===== config.mk =====
export PLATFORM = sky130hd
export DESIGN_NAME = zeroriscy_instr_bus_arbiter
export DESIGN_NICKNAME = d
export VERILOG_FILES = /design/src/rtl/zeroriscy_instr_arb_pkg.sv /design/src/rtl/zeroriscy_instr_arb_id_fifo.sv /design/src/rtl/zeroriscy_instr_bus_arbiter.sv
export SDC_FILE = /design/constraint.sdc
export NUM_CORES = 1
export LEC_CHECK = 0
export ABC_AREA = 1
export CORE_AREA = 2 2 79 81
export CTS_BUF_LIST = sky130_fd_sc_hd__clkbuf_4 sky130_fd_sc_hd__clkbuf_8 sky130_fd_sc_hd__clkbuf_16
export CTS_CLUSTER_DIAMETER = 200
export DETAILED_ROUTE_END_ITERATION = 8
export DIE_AREA = 0 0 81 83
export GPL_ROUTABILITY_DRIVEN = 0
export MAX_ROUTING_LAYER = met4
export PLACE_DENSITY = 0.82
export RECOVER_POWER = 25
export SYNTH_ARGS = -nofsm -noshare
export SYNTH_HDL_FRONTEND = slang
export SYNTH_SLANG_ARGS = --single-unit

===== constraint.sdc =====
create_clock -name clk -period 2.1 [get_ports clk]
set_input_delay 0.525 -clock clk [delete_from_list [all_inputs] [get_ports clk]]
set_output_delay 0.525 -clock clk [all_outputs]
set_load 0.01 [all_outputs]

===== src/rtl/zeroriscy_instr_arb_pkg.sv =====
// Shared types for the instruction-bus arbiter.
// Master IDs and arbitration FSM state encoding.
package zeroriscy_instr_arb_pkg;

  typedef enum logic {
    ARB_IDLE,
    ARB_LOCKED
  } arb_state_t;

  localparam logic ARB_ID_M0 = 1'b0;
  localparam logic ARB_ID_M1 = 1'b1;

endpackage


===== src/rtl/zeroriscy_instr_arb_id_fifo.sv =====
// In-order owner FIFO for granted-but-unanswered fetches.
// One bit per entry: the master ID that owns the transaction.
module zeroriscy_instr_arb_id_fifo #(
  parameter int unsigned DEPTH = 2,
  localparam int unsigned CW = $clog2(DEPTH + 1),
  localparam int unsigned PW = (DEPTH > 1) ? $clog2(DEPTH) : 1
) (
  input  logic          clk,
  input  logic          rst_n,
  input  logic          i_push,
  input  logic          i_id,
  input  logic          i_pop,
  output logic          o_head,
  output logic          o_full,
  output logic          o_empty,
  output logic [CW-1:0] o_count
);

  logic [DEPTH-1:0] r_mem;
  logic [PW-1:0]    r_wptr;
  logic [PW-1:0]    r_rptr;
  logic [CW-1:0]    r_count;
  logic             w_push;
  logic             w_pop;

  function automatic logic [PW-1:0] f_nxt(input logic [PW-1:0] p);
    return (p == PW'(DEPTH - 1)) ? '0 : p + PW'(1);
  endfunction

  assign o_count = r_count;
  assign o_full  = (r_count == CW'(DEPTH));
  assign o_empty = (r_count == '0);
  assign o_head  = r_mem[r_rptr];
  assign w_push  = i_push & ~o_full;
  assign w_pop   = i_pop & ~o_empty;

  always_ff @(posedge clk) begin
    if (!rst_n) begin
      r_mem   <= '0;
      r_wptr  <= '0;
      r_rptr  <= '0;
      r_count <= '0;
    end else begin
      if (w_push) begin
        r_mem[r_wptr] <= i_id;
        r_wptr        <= f_nxt(r_wptr);
      end
      if (w_pop) begin
        r_rptr <= f_nxt(r_rptr);
      end
      if (w_push && !w_pop) begin
        r_count <= r_count + CW'(1);
      end else if (w_pop && !w_push) begin
        r_count <= r_count - CW'(1);
      end
    end
  end

endmodule


===== src/rtl/zeroriscy_instr_bus_arbiter.sv =====
// Two-master instruction-bus arbiter with lock-until-grant and in-order routing.
// Define ZERORISCY_INSTR_ARB_RR_EN for round-robin; default is fixed m0 > m1.
module zeroriscy_instr_bus_arbiter
  import zeroriscy_instr_arb_pkg::*;
#(
  parameter int unsigned MAX_OUTSTANDING = 2
) (
  input  logic        clk,
  input  logic        rst_n,
  input  logic        m0_req_i,
  input  logic [31:0] m0_addr_i,
  output logic        m0_gnt_o,
  output logic        m0_rvalid_o,
  output logic [31:0] m0_rdata_o,
  input  logic        m1_req_i,
  input  logic [31:0] m1_addr_i,
  output logic        m1_gnt_o,
  output logic        m1_rvalid_o,
  output logic [31:0] m1_rdata_o,
  output logic        instr_req_o,
  output logic [31:0] instr_addr_o,
  input  logic        instr_gnt_i,
  input  logic        instr_rvalid_i,
  input  logic [31:0] instr_rdata_i,
  output logic        busy_o,
  output logic        err_o
);

  localparam int unsigned CW = $clog2(MAX_OUTSTANDING + 1);

  arb_state_t    r_state;
  logic          r_owner;
  logic          r_err;
`ifdef ZERORISCY_INSTR_ARB_RR_EN
  logic          r_last;
`endif
  logic          w_sel;
  logic          w_req;
  logic          w_push;
  logic          w_pop;
  logic          w_head;
  logic          w_full;
  logic          w_empty;
  logic [CW-1:0] w_count;

  always_comb begin
    w_req = m0_req_i | m1_req_i;
`ifdef ZERORISCY_INSTR_ARB_RR_EN
    if (m0_req_i && m1_req_i) begin
      w_sel = (r_last == ARB_ID_M1) ? ARB_ID_M0 : ARB_ID_M1;
    end else begin
      w_sel = m0_req_i ? ARB_ID_M0 : ARB_ID_M1;
    end
`else
    w_sel = m0_req_i ? ARB_ID_M0 : ARB_ID_M1;
`endif
    // A locked owner holds the port; the other master is ignored.
    if (r_state == ARB_LOCKED) begin
      w_sel = r_owner;
      w_req = (r_owner == ARB_ID_M1) ? m1_req_i : m0_req_i;
    end
  end

  assign instr_req_o  = w_req & ~w_full;
  assign instr_addr_o = (w_sel == ARB_ID_M1) ? m1_addr_i : m0_addr_i;
  assign w_push       = instr_gnt_i & instr_req_o;
  assign w_pop        = instr_rvalid_i & ~w_empty;

  assign m0_gnt_o    = w_push & (w_sel == ARB_ID_M0);
  assign m1_gnt_o    = w_push & (w_sel == ARB_ID_M1);
  assign m0_rvalid_o = w_pop & (w_head == ARB_ID_M0);
  assign m1_rvalid_o = w_pop & (w_head == ARB_ID_M1);
  assign m0_rdata_o  = instr_rdata_i;
  assign m1_rdata_o  = instr_rdata_i;
  assign busy_o      = (w_count != '0) | instr_req_o;
  assign err_o       = r_err;

  zeroriscy_instr_arb_id_fifo #(
    .DEPTH (MAX_OUTSTANDING)
  ) u_id_fifo (
    .clk     (clk),
    .rst_n   (rst_n),
    .i_push  (w_push),
    .i_id    (w_sel),
    .i_pop   (w_pop),
    .o_head  (w_head),
    .o_full  (w_full),
    .o_empty (w_empty),
    .o_count (w_count)
  );

  always_ff @(posedge clk) begin
    if (!rst_n) begin
      r_state <= ARB_IDLE;
      r_owner <= ARB_ID_M0;
      r_err   <= 1'b0;
`ifdef ZERORISCY_INSTR_ARB_RR_EN
      r_last  <= ARB_ID_M1;
`endif
    end else begin
      if (instr_rvalid_i && w_empty) begin
        r_err <= 1'b1;
      end
`ifdef ZERORISCY_INSTR_ARB_RR_EN
      if (w_push) begin
        r_last <= w_sel;
      end
`endif
      // A full FIFO freezes the FSM, keeping any lock in place.
      if (!w_full) begin
        unique case (r_state)
          ARB_IDLE: begin
            if (w_req && !instr_gnt_i) begin
              r_state <= ARB_LOCKED;
              r_owner <= w_sel;
            end
          end
          ARB_LOCKED: begin
            if (instr_gnt_i || !w_req) begin
              r_state <= ARB_IDLE;
            end
          end
          default: r_state <= ARB_IDLE;
        endcase
      end
    end
  end

endmodule


; ---- Word level (Yosys, flattened, before mapping)
; Index checks and enable logic that the tools add are counted.
[word_totals]
register_bits = 9
input_bits = 102
word_cells = 62
[classes]
addsub = 4
n_lt_le_gt_ge = 3
eq_ne = 1
n_mux = 17
bitwise_logic = 16
reduce_logical = 14
[op_table]
columns = cell, count
row1 = $mux 32, 1
row2 = $mux 1, 11
row3 = $and 1x1->1, 9
row4 = $logic_and 1x1->1, 5
row5 = $not 1->1, 5
row6 = $logic_not 1->1, 4
row7 = $lt 1x2->1 const B, 2
row8 = $mux 2, 2
row9 = $reduce_bool 2->1, 2
row10 = $reduce_and 3->1, 1
row11 = $add 1x1->1 const B, 2
row12 = $add 2x1->2 const B, 1
row13 = $bwmux 2, 1
row14 = $eq 2x2->1 const B, 1
row15 = $logic_not 2->1, 1
row16 = $or 1x1->1, 2
row17 = $pmux 1 s2, 1
row18 = $sub 2x1->2 const B, 1
row19 = $demux 1 s1, 1
row20 = $ge 1x1->1 const B, 1
row21 = $logic_or 1x1->1, 1

; ---- Depth between registers and ports, before layout
; Gate-level depths: netlist (run 1).
[logic_depth]
ltp_word = 9
mapped_depth = 11
ltp_nobuf = 11

; ---- Modules after synthesis
; A second synthesis (run 1) with hierarchy kept.
[unflattened]
hier_cells = 254
hier_area_um2 = 1403.8
[by_module_without_submodules]
columns = mod, n_inst, cells_per_inst, area_per_inst_um2, seq_area_each_um2
row1 = zeroriscy_instr_bus_arbiter, 1, 205, 1088.5, 60.1
row2 = zeroriscy_instr_arb_id_fifo, 1, 49, 315.3, 120.1

; ---- Worst setup path after synthesis (run 1)
; Ideal clock, no wire load.
[synth_path]
path_kind = input to register
start = input m0_req_i
end = register u_id_fifo.r_count[1] (netlist: u_id_fifo.o_count[1])
t_arrival_ns = 1.642
required_ns = 1.978
slack_ns = 0.336
path_stages = 9
cell_sequence = nand2_1 -> a21oi_4 -> nand2_1 -> inv_1 -> ha_1 -> a21oi_1 -> o21ai_0 -> o21ai_0 -> a21oi_1
[synth_between]
elab_chain_len = 8
word_cells_on_any_way = 11
classes_between = mux: 3 / bitwise: 4 / reduce/logical: 4
[synth_lines]
columns = element, line_no
row1 = "start, declared", zeroriscy_instr_bus_arbiter.sv:10  ; input logic m0_req_i,
row2 = $or 1x1->1 or $mux 1 (tied branches), "zeroriscy_instr_bus_arbiter.sv:47, zeroriscy_instr_bus_arbiter.sv:60"
row3 = $mux 1 *, zeroriscy_instr_bus_arbiter.sv:58  ; if (r_state == ARB_LOCKED) begin
row4 = $and 1x1->1 *, zeroriscy_instr_bus_arbiter.sv:64  ; assign instr_req_o = w_req & ~w_full;
row5 = named net instr_req_o, zeroriscy_instr_bus_arbiter.sv:20  ; output logic instr_req_o,
row6 = $and 1x1->1 *, zeroriscy_instr_bus_arbiter.sv:66  ; assign w_push = instr_gnt_i & instr_req_o;
row7 = $and 1x1->1 *, zeroriscy_instr_arb_id_fifo.sv:34  ; assign w_push = i_push & ~o_full;
row8 = named net u_id_fifo.w_push, zeroriscy_instr_arb_id_fifo.sv:23  ; logic w_push;
row9 = $logic_not 1->1, zeroriscy_instr_arb_id_fifo.sv:53  ; end else if (w_pop && !w_push) begin
row10 = $logic_and 1x1->1, zeroriscy_instr_arb_id_fifo.sv:53
row11 = $reduce_bool 2->1 (no line), --
row12 = "end signal, assigned", zeroriscy_instr_arb_id_fifo.sv:52  ; r_count <= r_count + CW'(1);
row13 = "end signal, assigned", zeroriscy_instr_arb_id_fifo.sv:54  ; r_count <= r_count - CW'(1);
row14 = "end, declared", zeroriscy_instr_arb_id_fifo.sv:22  ; logic [CW-1:0] r_count;
; The timed path passes the listed nets; every way through them passes the cells marked *.
; A chain may end at the register's enable or synchronous reset.

; ---- Worst setup path in the final report (run 1)
[layout_path]
start = input instr_rvalid_i
end = output m1_rvalid_o
[layout_between]
elab_chain_len = 2
[layout_lines]
columns = element, line_no
row1 = "start, declared", zeroriscy_instr_bus_arbiter.sv:23  ; input logic instr_rvalid_i,
row2 = $and 1x1->1, zeroriscy_instr_bus_arbiter.sv:67  ; assign w_pop = instr_rvalid_i & ~w_empty;
row3 = $and 1x1->1, zeroriscy_instr_bus_arbiter.sv:72  ; assign m1_rvalid_o = w_pop & (w_head == ARB_ID_M1);
row4 = "end, declared", zeroriscy_instr_bus_arbiter.sv:18  ; output logic m1_rvalid_o,
; Every way passes these cells.

==> results of run 1 <==
-- metal layers --
layer / track usage, % / part of all wire, % / up-vias
met5: - / 0 / -
met4: 2.465 / 0.62 / 0
met3: 3.804 / 11 / 8
met2: 26.15 / 53 / 81
met1: 13.24 / 35 / 652
li1: - / - / 782
-- metrics by stage --
step | utilization [%] | power, mW
4_1_cts | 37.01 | 1.512
3_5_place_dp | 36.88 | 1.317
5_1_grt | 36.98 | 1.616
3_3_place_gp | 36.88 | 1.292
6_report | 36.98 | 1.487
2_1_floorplan | - | 0.8593
-- registers in the layout (all words and copies together), names as in the netlist --
signal and count:
u_id_fifo.r_mem 2, u_id_fifo.o_count 2, err_o 1, r_owner 1
u_id_fifo.r_rptr 1, r_state 1, u_id_fifo.r_wptr 1
-- logic make-up (layout without fill, tap and decap cells) --
kind of cell / count (synthesis) / in the layout
adder cells (fa/ha/maj): 1 / 1
AND/OR/NAND/NOR: 124 / 124
AO/OA/AOI/OAI: 18 / 18
other: 0 / 1
buffers and inverters: 85 / 147
flip-flops: 9 / 9
-- layout by cell type (no fill, tap or decap) --
cell,netlist,routed
nand2_1,108,103
clkdlybuf4s50_1,0,68
buf_2,0,30
buf_4,66,15
inv_1,14,13
nor2_1,8,8
a21oi_1,8,8
o21ai_0,8,7
dfxtp_1,9,7
nand2_2,1,6
nand4_1,3,3
clkbuf_8,0,3
dlygate4sd2_1,0,3
buf_6,4,3
clkbuf_2,0,3
buf_12,0,3
nor2_2,2,2
nand3_1,2,2
buf_16,0,2
dfxtp_2,0,2
diode_2,0,1
a21oi_4,1,1
inv_2,0,1
o21ai_4,0,1
inv_4,1,1
o21ai_1,0,1
ha_1,1,1
clkinv_2,0,1
dlymetal6s2s_1,0,1
-- Yosys cell counts --
library cell  count
nand2_1         108
buf_4            66
inv_1            14
dfxtp_1           9
a21oi_1           8
nor2_1            8
o21ai_0           8
buf_6             4
nand4_1           3
nand3_1           2
nor2_2            2
a21oi_4           1
ha_1              1
inv_4             1
nand2_2           1
o21ai_2           1
-- worst max-delay path: cells and delay by family --
kind,cells,cell delay (ps)
compound gates,1,120
buf+inv,2,760
simple gates,1,110
-- final cells by class --
cell class	count	area, sq um
Clock buffer	3	41.29
Fill cell	649	3665
Clock inverter	1	5.005
Tap cell	75	93.84
Sequential cell	9	182.7
Multi-Input combinational cell	143	620.6
Antenna cell	1	2.502
Timing Repair Buffer	128	1146
Inverter	15	58.81
-- timing repair --
action	4_1_cts	5_1_grt
gates resized for setup	149	13
endpoints found under the hold margin	0	0
setup buffers	5	1
setup endpoints to repair	39	34
pin swaps	5	1
cloned	2	0
-- power breakdown --
group,internal (mW),switching [mW]
registers,0.221,0.0378
logic,0.530,0.500
clock network,0.129,0.0690
-- path summary, 6_finish.rpt --
check	start	to	depth (start not counted)
max reg2reg	r_owner	u_id_fifo.o_count[1]	13
min	u_id_fifo.r_rptr	u_id_fifo.r_rptr	2
min reg2reg	u_id_fifo.r_rptr	u_id_fifo.r_rptr	2
max	instr_rvalid_i	m1_rvalid_o	4
==> run metrics, run 1 <==
outcome=completed; Boundary Pins=slightly above 200; Tmin final=2037 ps; worst setup margin=around 63 ps; drt first pass iters=4; Fin. Hold Viols=0; Synth Area in Simple Gates=a little over a third; synth warn=0; R2R Setup Slk=approximately 190 ps; vias per inst=~4; CP max-delay cell=clkdlybuf4s50_1; post-layout net count=about 400; Required @ worst endpoint=around 1600 ps; critical path's largest stage delay=between 400 and 500 ps; WL/cell=~13 microns; pre-CTS setup slack=-647.8 ps; CTS Sinks=9; multiplexer share of the synthesized area=0%; largest net degree at the start of global routing=15; Max Cap Viol=0; final setup violation count=0; CTS H-Tree Depth=1; Slew @ Worst Pin=~240 ps; CTS buffer count=3; DPL Wire Length=approximately 3800 microns; final instance area=~2200 sq um; Synth Net Count=340; Worst setup EP type=output pin; CP Cell Sequence=clkdlybuf4s50_1, o21ai_1, nor2_1, dlygate4sd2_1; Layout Skew=between 3 and 4 ps; Total GRT Usage=13.58%; max_slew headroom=about 84%; worst vdd ir=580.7 uV; Synth cell types=16; CP Data Arrival Time=approximately 1500 ps; Hold Buf Count CTS=0; Synth area leaders=buf_4 36%, nand2_1 29%, dfxtp_1 13%, inv_1 3.8%, buf_6 3.3%; Worst-Skew Late Latency=230 ps; DIE AREA=roughly 6700 sq um; core region area=~5800 sq um; Yosys reg bits=9; fraction of layout cells with a size suffix above 1=roughly a quarter; Hold WS=approximately 490 ps; Initial Util=between 20% and 30%; CTS tree=done; DRC=0; DIE WIDTH=~81 microns; area leader, netlist=buf_4; TNS Setup=0 ps; port bufs=about 110; share of the synthesized area in the top cell type=a little over a third; register area share after synthesis=around an eighth; largest family of logic cells by synthesized area=buffers and inverters; synthesized instance count=roughly 240; Crit Path Category=primary input to output pin; Clock Pin Slew Worst Setup and Hold Paths=approximately 40 ps; Inst Count DP=between 300 and 400; f_max=between 0.4 and 0.5 GHz; initial antenna violation count=1; Synth Area per Inst=5.823 sq um; leakage power=between 1 and 1.5 nW; antenna viol nets, final=0; Vias=1,523; grt total ovfl=0; Power Dens Cells=approximately 690 nW/um^2; Synth Area in Compound Gates=roughly 7.6%; Die H=83 microns; Final Cycle Share=97.02%; RSZ-0062 raised after global routing=false; Placed Instance Area=approximately 2100 sq um; Startpoint Class=primary input; final WL=~4700 microns; starting DRC count in detailed routing=29; vias in the first global route=roughly 1,500; first-pass GRT wire length=7189 microns; CTS Buffer Depth=2; worst-path fanout max=3; Slew Viols, Final=0; root buf cell=clkbuf_8; HP Class=register to register; post-synthesis xor/xnor area fraction=0%; fin cells=~380; Synth Area in Adders=less than 1%; num rows=28; mapped cell area=roughly 1400 sq um; area grow syn2layout=55.85%
Power figures use the tool's default switching activity.
==> inputs of run 2 (changes only) <==
Settings changed: CELL_PAD_IN_SITES_DETAIL_PLACEMENT set to 0, CELL_PAD_IN_SITES_GLOBAL_PLACEMENT set to 1, CORE_AREA 2 2 79 81 to not set, CORE_UTILIZATION set to 13, DIE_AREA 0 0 81 83 to not set, PLACE_DENSITY 0.82 to not set, PLACE_DENSITY_LB_ADDON set to 0.2.
==> run metrics, run 2 (synthesis results as in run 1) <==
Slew @ Worst Pin=between 200 and 300 ps; num rows=37; CTS buffer count=3; Hold WS=around 480 ps; post-layout net count=about 400; Worst setup EP type=output pin; drt first pass iters=4; critical path's largest stage delay=510 ps; vias in the first global route=between 1,000 and 1,500; Die H=between 100 and 150 microns; DPL Wire Length=3465 microns; CTS Buffer Depth=2; max_slew headroom=between 80% and 90%; worst-path fanout max=3; WL/cell=12.51 microns; Max Cap Viol=0; grt met1 use=around a tenth; DIE WIDTH=between 100 and 150 microns; GRT met3 Usage=under 10%; Layout Skew=6.182 ps; CP Data Arrival Time=~1500 ps; grt total ovfl=0; Slew Viols, Final=0; Initial Util=13.37%; RSZ-0062 raised after global routing=false; Final Cycle Share=97.53%; commonest non-fill, non-tap cell in the layout=nand2_1; vias per inst=around 3.6; root buf cell=clkbuf_8; gr busiest metal=met2; Inst Count DP=around 420; area grow syn2layout=72.35%; Total GRT Usage=under 10%; Startpoint Class=primary input; fraction of layout cells with a size suffix above 1=about 22%; leakage power=roughly 1.2 nW; outcome=completed; core region area=between 10,000 and 15,000 sq um; CP Cell Sequence=clkdlybuf4s50_1, o21ai_1, nor2_1, dlygate4sd2_1; Antenna diodes=0; Power Dens Cells=around 700 nW/um^2; most frequent cells in the layout=104 x nand2_1, 69 x clkdlybuf4s50_1, 24 x buf_2, 12 x inv_1; final setup violation count=0; DRC=0; antenna viol nets, final=0; Required @ worst endpoint=1570 ps; CTS tree=done; port bufs=between 100 and 150; largest net degree at the start of global routing=18; HP Class=register to register; final WL=approximately 5500 microns; fin cells=~440; Fin. Hold Viols=0; worst setup margin=between 50 and 60 ps; CTS Sinks=9; CTS H-Tree Depth=1; Worst-Skew Late Latency=about 240 ps; initial antenna violation count=0; DIE AREA=~11,000 sq um; Boundary Pins=between 200 and 250; pre-CTS setup slack=-693.9 ps; worst vdd ir=417.3 uV; Tmin final=between 2000 and 2500 ps; Crit Path Category=primary input to output pin; GRT met2 Usage=18.54%; starting DRC count in detailed routing=40; first-pass GRT wire length=about 8000 microns; CP max-delay cell=clkdlybuf4s50_1; f_max=slightly below 0.5 GHz; Vias=approximately 1,600; Clock Pin Slew Worst Setup and Hold Paths=40 ps
[run 2: cell count changes in the layout (fill, tap and decap cells not counted), sizes merged]
cell,delta
buf,-8
clkdlybuf4s15,+7
dlygate4sd2,+2
clkdlybuf4s50,+1
clkinv,-1
diode,-1
dlymetal6s2s,-1
inv,+1
[run 2: timing repair]
| item | in CTS | in global routing |
|---|---|---|
| buffers inserted | 8 | 0 |
| resized for setup | 142 | 12 |
| pin swaps | 4 | 4 |
| endpoints found under the setup margin | 40 | 23 |
| hold buffers | 0 | 0 |
| gates cloned | 6 | 0 |
[run 2: worst paths after layout]
kind,startpoint,end,slack (ps),cells after the start
worst max-delay path,instr_rvalid_i,m0_rvalid_o,50,4
worst min-delay path,err_o,err_o,480,2
worst max register to register,r_state,u_id_fifo.o_count[1],290,11
worst min register to register,err_o,err_o,480,2
[run 2: final cells by class]
cell class	count	area (sq um)
clock buffer	4	48.80
fill	1179	7945
multi-input combinational	143	623.1
inverter	15	72.57
timing repair inverter	1	16.27
tap	136	170.2
sequential	9	185.2
timing repair buffer	128	1262
[run 2: metal layers]
metal	part of all wire [%]	wire, microns
met1	39	2123
met2	51	2765
met3	10	550
met4	0.26	14
met5	0	0
[run 2: power breakdown]
group          total (mW)  switching (mW)  internal [mW]
sequential          0.258          0.0365          0.221
combinational        1.19           0.570          0.625
clock               0.218          0.0726          0.146
[run 2: worst max-delay path, delay by kind of cell]
kind,cells,cell delay [ps]
AO/OA/AOI/OAI,1,120
AND/OR/NAND/NOR,1,100
buffers and inverters,2,780
[run 2: per-stage QoR]
step           total power [mW]  cell area, sq um  util [%]  TNS (ps)
3_5_place_dp              1.298              2171     21.03    -22280
5_1_grt                   1.820              2379     23.04         0
3_3_place_gp              1.309              2171     21.03    -22600
4_1_cts                   1.723              2392     23.17         0
6_report                  1.670              2379     23.04         0
2_1_floorplan            0.8593              1380         -         0
